--- src/rtl/sevenseg_scan_driver.sv ---
// Four-digit common-anode 7-segment scanner with per-scan snapshot and anti-ghost blanking.
// Define SEVENSEG_ALARM_BLINK_EN to blink the display while the snapshot reads 0000 and running=1.
module sevenseg_scan_driver #(
  parameter int unsigned DIGIT_PERIOD = 100000,
  parameter int unsigned BLANK_CYCLES = 2000,
  parameter int unsigned BLINK_HALF   = 250
) (
  input  logic       clk100MHz,
  input  logic       rst_n,
  input  logic [3:0] tenmin,
  input  logic [3:0] onemin,
  input  logic [3:0] tensec,
  input  logic [3:0] onesec,
  input  logic       colon_en,
  input  logic       running,
  output logic [3:0] an,
  output logic [6:0] seg,
  output logic       dp
);

  localparam int unsigned DivW = (DIGIT_PERIOD > 1) ? $clog2(DIGIT_PERIOD) : 1;

  logic [DivW-1:0] r_div;
  logic [1:0]      r_digit;
  logic [15:0]     r_snap;        // {tenmin, onemin, tensec, onesec}
  logic            r_snap_colon;

  logic       w_wrap;
  logic       w_blank_slot;
  logic       w_hide;
  logic [3:0] w_nibble;
  logic [6:0] w_seg;

  assign w_wrap       = (r_div == DivW'(DIGIT_PERIOD - 1));
  assign w_blank_slot = (r_div < DivW'(BLANK_CYCLES));
  assign w_nibble     = r_snap[{r_digit, 2'b00} +: 4];

  always_ff @(posedge clk100MHz or negedge rst_n) begin
    if (!rst_n) begin
      r_div        <= '0;
      r_digit      <= 2'd0;
      r_snap       <= 16'h0000;
      r_snap_colon <= 1'b0;
    end else if (w_wrap) begin
      r_div   <= '0;
      r_digit <= r_digit + 2'd1;
      // Load on the 3->0 wrap so the next scan shows one coherent value.
      if (r_digit == 2'd3) begin
        r_snap       <= {tenmin, onemin, tensec, onesec};
        r_snap_colon <= colon_en;
      end
    end else begin
      r_div <= r_div + DivW'(1);
    end
  end

  always_comb begin
    w_seg = 7'h3F;
    case (w_nibble)
      4'd0:    w_seg = 7'h40;
      4'd1:    w_seg = 7'h79;
      4'd2:    w_seg = 7'h24;
      4'd3:    w_seg = 7'h30;
      4'd4:    w_seg = 7'h19;
      4'd5:    w_seg = 7'h12;
      4'd6:    w_seg = 7'h02;
      4'd7:    w_seg = 7'h78;
      4'd8:    w_seg = 7'h00;
      4'd9:    w_seg = 7'h10;
      default: w_seg = 7'h3F;
    endcase
  end

`ifdef SEVENSEG_ALARM_BLINK_EN
  localparam int unsigned BlinkW = (BLINK_HALF > 1) ? $clog2(BLINK_HALF) : 1;

  logic [BlinkW-1:0] r_blink_cnt;
  logic              r_phase;
  logic              w_alarm;

  assign w_alarm = (r_snap == 16'h0000) && running;
  // Gate with the live alarm so dropping running un-hides on the very next output cycle.
  assign w_hide  = w_alarm && r_phase;

  always_ff @(posedge clk100MHz or negedge rst_n) begin
    if (!rst_n) begin
      r_blink_cnt <= '0;
      r_phase     <= 1'b0;
    end else if (!w_alarm) begin
      r_blink_cnt <= '0;
      r_phase     <= 1'b0;
    end else if (w_wrap) begin
      if (r_blink_cnt == BlinkW'(BLINK_HALF - 1)) begin
        r_blink_cnt <= '0;
        r_phase     <= ~r_phase;
      end else begin
        r_blink_cnt <= r_blink_cnt + BlinkW'(1);
      end
    end
  end
`else
  logic w_unused_running;

  assign w_unused_running = running;
  assign w_hide           = 1'b0;
`endif

  always_ff @(posedge clk100MHz or negedge rst_n) begin
    if (!rst_n) begin
      an  <= 4'b1111;
      seg <= 7'h7F;
      dp  <= 1'b1;
    end else begin
      an  <= (w_blank_slot || w_hide) ? 4'b1111 : ~(4'b0001 << r_digit);
      seg <= w_seg;
      dp  <= ~((r_digit == 2'd2) && r_snap_colon && !w_blank_slot && !w_hide);
    end
  end

endmodule

--- config.mk ---
export PLATFORM = sky130hd
export DESIGN_NAME = sevenseg_scan_driver
export DESIGN_NICKNAME = d
export VERILOG_FILES = /design/src/rtl/sevenseg_scan_driver.sv
export SDC_FILE = /design/constraint.sdc
export NUM_CORES = 1
export LEC_CHECK = 0
export ABC_AREA = 1
export BUFFER_PORTS_ARGS = -buffer_cell sky130_fd_sc_hd__buf_2
export CAP_MARGIN = 20
export CELL_PAD_IN_SITES_DETAIL_PLACEMENT = 1
export CELL_PAD_IN_SITES_GLOBAL_PLACEMENT = 1
export CORE_MARGIN = 4
export CORE_UTILIZATION = 46
export DETAILED_ROUTE_END_ITERATION = 10
export GPL_TIMING_DRIVEN = 0
export PLACE_DENSITY_LB_ADDON = 0.2
export SETUP_SLACK_MARGIN = 0.15
export SKIP_CTS_REPAIR_TIMING = 1
export SLEW_MARGIN = 20
export SYNTH_ARGS = -nofsm -noshare
export SYNTH_HDL_FRONTEND = slang
export SYNTH_SLANG_ARGS = --single-unit
--- constraint.sdc ---
create_clock -name clk100MHz -period 2.8 [get_ports clk100MHz]
set_clock_uncertainty 0.2 [all_clocks]
set_input_delay 0.14 -clock clk100MHz [delete_from_list [all_inputs] [get_ports clk100MHz]]
set_output_delay 0.14 -clock clk100MHz [all_outputs]
set_load 0.01 [all_outputs]
### Word-level counts from Yosys, hierarchy flattened

Memory sizes are Yosys's and may differ from the RTL's. A register that Yosys moved wholly into a read port is not among the register bits.
Index checks and enable logic that the tools add are counted.

* add/sub/neg operators: 2
* order comparisons: 1
* eq/ne operators: 3
* shifts and indexed selects: 2
* multiplexer cells: 2
* bitwise gates (word level): 2
* reductions and logical operators: 5

Operators with widths (number)
* $add 17x1->17 const B: 1
* $eq 17x17->1 const B: 1
* $lt 17x11->1 const B: 1
* $mux 17: 1
* $shiftx 16x5->4: 1
* $eq 2x2->1 const B: 2
* $mux 4: 1
* $not 4->4: 1
* $shl 1x2->4 const A: 1
* $add 2x1->2 const B: 1
* $logic_and 1x1->1: 2
* $logic_not 1->1: 2
* $reduce_and 2->1: 1
* $not 1->1: 1

* bits in registers: 41
* memory bits (read-only): 112
* output and inout port bits: 12
* word-level logic and storage cells: 24
* memories kept: 1

Memories
* (name not given): depth 16, bits a word 7, read ports 1, clocked after Yosys merged registers in 1, wr ports 0, line 59 `case (w_nibble)`

### Depth between registers and ports, before layout

* word-level depth: 4
* gate-level depth with buffers: 11

### Worst setup path before layout

No wires, ideal clock.

* path type: register -> register
* start: register r_digit[0]
* end: register seg[3]
* data arrival time: 1.519 ns
* data required time: 2.521 ns
* slack: 1.002 ns
* stages on the path, launching flop included: 10
* buffers on the path: 1
* cells stage by stage: dfrtp_1 buf_4 inv_4 nand2_1 nand2_1 mux2i_1 ha_1 inv_1 nor2_1 o21ai_0

* longest elaborated chain between the ends: 1

Ends and longest elaborated chain
* start: declaration: line 24 `logic [1:0] r_digit;`
* start signal: assignment: line 46 `r_digit <= r_digit + 2'd1;`
* $shiftx 16x5->4: line 36 `assign w_nibble = r_snap[{r_digit, 2'b00} +: 4];`
* end: declaration: line 17 `output logic [6:0] seg,`

Every way passes these cells.
A chain may end at the register's enable or synchronous reset.

### Worst setup path in the final report

* start: register r_digit[0]
* end: register seg[5]

Same word-level chain as after synthesis.

==> results list <==
* Most used standard cell by instance count after synthesis: sky130_fd_sc_hd__nand2_1
- Max_cap viols: 0
- Post-synth top area share: approximately 36%
- The Yosys step of the flow raised 0 warnings.
* Period utilisation layout: approximately 79%
- Pwr Density: 378 mW/mm2
* Final routed wirelength across all metal layers: around 6300 um
* Worst slew pin tran: approximately 0.57 ns
- Maximum resistive drop on vdd: between 0.0002 and 0.00025 V
- Met2 usage: a little under a third
- Once layout is done, the placed cells without fillers occupy 0.00302 mm2.
- H-tree level count: 2
- Remaining design rule violation count: 0
- The first detailed-routing pass took 4 iterations.
* Total of buffers placed on input and output ports: 30
- Die height: just over 80 um
* Post-synthesis sequential area ratio: slightly below 50%
* Nets: a little under 400
- Worst Path Max Fanout: 11
- STA classifies the critical path endpoint as a flip-flop.
- Combinational family with the most area after synthesis: simple AND/OR/NAND/NOR gates
* Number of antenna-violating nets in the routed design: 0
- The tree is rooted in a sky130_fd_sc_hd__clkbuf_8.
* Post-Synth XOR/XNOR Area: between 2 and 3%
- For this run, the leading register cell type out of synthesis is sky130_fd_sc_hd__dfrtp_1.
- The routed layout has approximately 2,200 vias.
- The worst setup path is launched from a flip-flop.
* Leading cell types by total area after synthesis: sky130_fd_sc_hd__dfrtp_1, sky130_fd_sc_hd__nand2_1, sky130_fd_sc_hd__dfstp_2
* Highest Clock Rate: roughly 0.45 GHz
- The floorplan step defined a die boundary enclosing roughly 0.0067 mm2.
* Unrepaired setup endpoints after global routing: false
- For met3 alone, demand over resource in global routing was ~3.1%.
* Number of buffers between clock root and the deepest sink: 2
- # fillers: ~640
* Cell type with the highest aggregate area in the netlist: sky130_fd_sc_hd__dfrtp_1
- Initial core utilization: between 40% and 50%
- Floorplan Core Area: between 0.005 and 0.006 mm2
- The post-route netlist has 19.1% of its cells at a drive strength greater than 1.
- Drt first-iter violations: between 50 and 60
* Run status: finished, final reports clean
- After clock tree synthesis, the clock-pin slew on the worst setup and hold paths is about 0.090 ns.
* Hold Crit Class: in -> async
- Required time worst endpoint: between 2 and 3 ns
* Synth Area in Compound Gates: 2.19%
- Counting flops with a built-in enable in the synthesized netlist gives 0.
- Met1 track utilization from global routing: between 20% and 30%
* Min cycle time layout: ~2.2 ns
* Number of pins exceeding their max-slew limit in the final report: 0
* # clock sinks: 48
- Weighted congestion at the end of routability-driven global placement: about 0.9
- Area used by sequential logic in the layout: between 0.001 and 0.0015 mm2
* Setup TNS: 0 ns
- Total area of multi-input combinational cells: approximately 0.0011 mm2
- Final setup vio count: 0
- Excluding fillers, the count of instances in the completed layout stands at 432.
- During I/O placement, the number of pins put on the boundary was 32.
- The later pin in the worst-skew pair is clocked with a latency of 0.30 ns.
- Counting flops and latches in the post-synthesis netlist gives between 40 and 50.
- The critical path is of the reg -> reg type.
- The number of global-route vias before repair came to 2,164.
- Entering global routing, the biggest net connects 49 pins.
- Post-placement cell area: between 0.002 and 0.003 mm2
* Share of synthesized area spent on multiplexers: less than 1%
* Post-Syn Instances: between 300 and 400
* Power Total: ~1.1 mW
- Headroom to the max-slew limit came out at approximately 61%.
- Number of failing hold endpoints at the final stage: 0
* Leakage dissipation: approximately 1.5 nW
* Arrival @ worst endpoint: ~2.2 ns
- When the netlist entered floorplanning its net count stood at approximately 340.
* X dimension of the die: around 82 um
* Placement Rows: 26
- Instance count after placement with tap cells included: 406
- The synthesized netlist occupies a cell area of 0.00251 mm2.
- Most congested layer reported by global routing: met2
- Dividing the detail-routed wire length by the instance count gives roughly 15 um.
- TritonCTS built the clock tree.
- A synthesized cell averages 8.22 um2.
- Summing the areas of all and, or, nand and nor instances in the mapped netlist gives roughly 33% of the synthesized area.
- Summed over all layers, the global routing overflow is 0.
* Number of antenna violations at the first check in global routing: 0
- Via density per instance: just over 5
- Top cells by instance count after synthesis: sky130_fd_sc_hd__nand2_1, sky130_fd_sc_hd__dfrtp_1, sky130_fd_sc_hd__nor2_1, sky130_fd_sc_hd__inv_1, sky130_fd_sc_hd__nand4_1
- Total CTS buffers: 5
* Detailed placer's ending HPWL: approximately 4300 um
* Tot GR Track Use: 19.7%
* Wire length of the first global-routing pass: between 10,000 and 15,000 um
* Area growth syn-to-layout: 20.0%
- Fin Hold WS: around 0.2 ns
- After synthesis, the share of flip-flops with an asynchronous set or reset is 100%.
- Final antenna diode count: 0
- Count of different cell masters after synthesis: 25
- Of the total synthesized cell area, the portion taken by full adders, half adders and majority gates is around 5.0%.
[cell usage in the layout (no fill, tap or decap), types with 12 or more instances in the layout]
cell | Yosys | routed
sky130_fd_sc_hd__dfstp_2 | 12 | 12
sky130_fd_sc_hd__nand2_1 | 104 | 104
sky130_fd_sc_hd__nor2_1 | 33 | 33
sky130_fd_sc_hd__nand3_1 | 16 | 16
sky130_fd_sc_hd__dfrtp_1 | 36 | 36
sky130_fd_sc_hd__buf_2 | 2 | 31
sky130_fd_sc_hd__nand4_1 | 19 | 19
sky130_fd_sc_hd__dlygate4sd3_1 | 0 | 18
sky130_fd_sc_hd__inv_1 | 31 | 31
[sequential cells by signal (all words and copies together) (netlist names)]
register	cells
r_snap	16
r_snap_colon	1
an	4
seg	7
dp	1
r_digit	2
r_div	17
[cell families after synthesis]
family,Yosys count
XOR/XNOR,8
AO/OA/AOI/OAI,11
adder cells (fa/ha/maj),10
multiplexers,2
buffers and inverters,44
flip-flops,48
AND/OR/NAND/NOR,183
[per-layer routing]
| layer | wire length, um | share of wire, % |
|---|---|---|
| met2 | 3130 | 49 |
| met5 | 0 | 0 |
| met3 | 150 | 2.4 |
| met4 | 105 | 1.7 |
| met1 | 2940 | 46 |
[area by class of cell]
type / count / area share [%]
Sequential cell: 48 / 40.3
Multi-Input combinational cell: 214 / 36.3
Timing Repair Buffer: 48 / 11.0
Inverter: 36 / 4.65
Tap cell: 70 / 2.90
Clock buffer: 7 / 2.53
Buffer: 8 / 2.07
Clock inverter: 1 / 0.166
[report_power, final]
group          internal (mW)  switching, mW  total [mW]
Sequential             0.693              0       0.693
Combinational         0.0255         0.0205      0.0460
Clock                  0.176          0.224       0.400
[path summary, 6_finish.rpt]
kind                            startpoint   endpoint  slack (ns)  depth (start not counted)
worst max-delay path            r_digit[0]     seg[5]        0.59                         11
worst min-delay path                 rst_n   r_div[2]        0.20                          2
worst max register to register  r_digit[0]     seg[5]        0.59                         11
worst min register to register    r_div[0]   r_div[0]        0.27                          1
max in group asynchronous            rst_n  r_snap[6]        1.80                          2
min in group clk100MHz            r_div[0]   r_div[0]        0.27                          1
[stage by stage]
| step | worst slack, ns | utilization, % |
|---|---|---|
| floorplan | 1.00 | - |
| global route | 0.393 | 58.0 |
| CTS | 0.555 | 54.4 |
| global placement | 0.635 | 52.9 |
| finish | 0.587 | 58.0 |
| detailed placement | 0.591 | 52.9 |
[critical path: stages (launching register included)]
cell                      delay, ns
sky130_fd_sc_hd__dfrtp_1       0.40
sky130_fd_sc_hd__buf_4         0.21
sky130_fd_sc_hd__inv_4         0.09
sky130_fd_sc_hd__nand2_1       0.07
sky130_fd_sc_hd__nand2_1       0.05
sky130_fd_sc_hd__mux2i_1       0.46
sky130_fd_sc_hd__inv_1         0.15
sky130_fd_sc_hd__ha_1          0.26
sky130_fd_sc_hd__nand3_1       0.09
sky130_fd_sc_hd__nand2_1       0.06
sky130_fd_sc_hd__nand2_1       0.05
sky130_fd_sc_hd__nand2_1       0.05
Power figures use the tool's default switching activity.
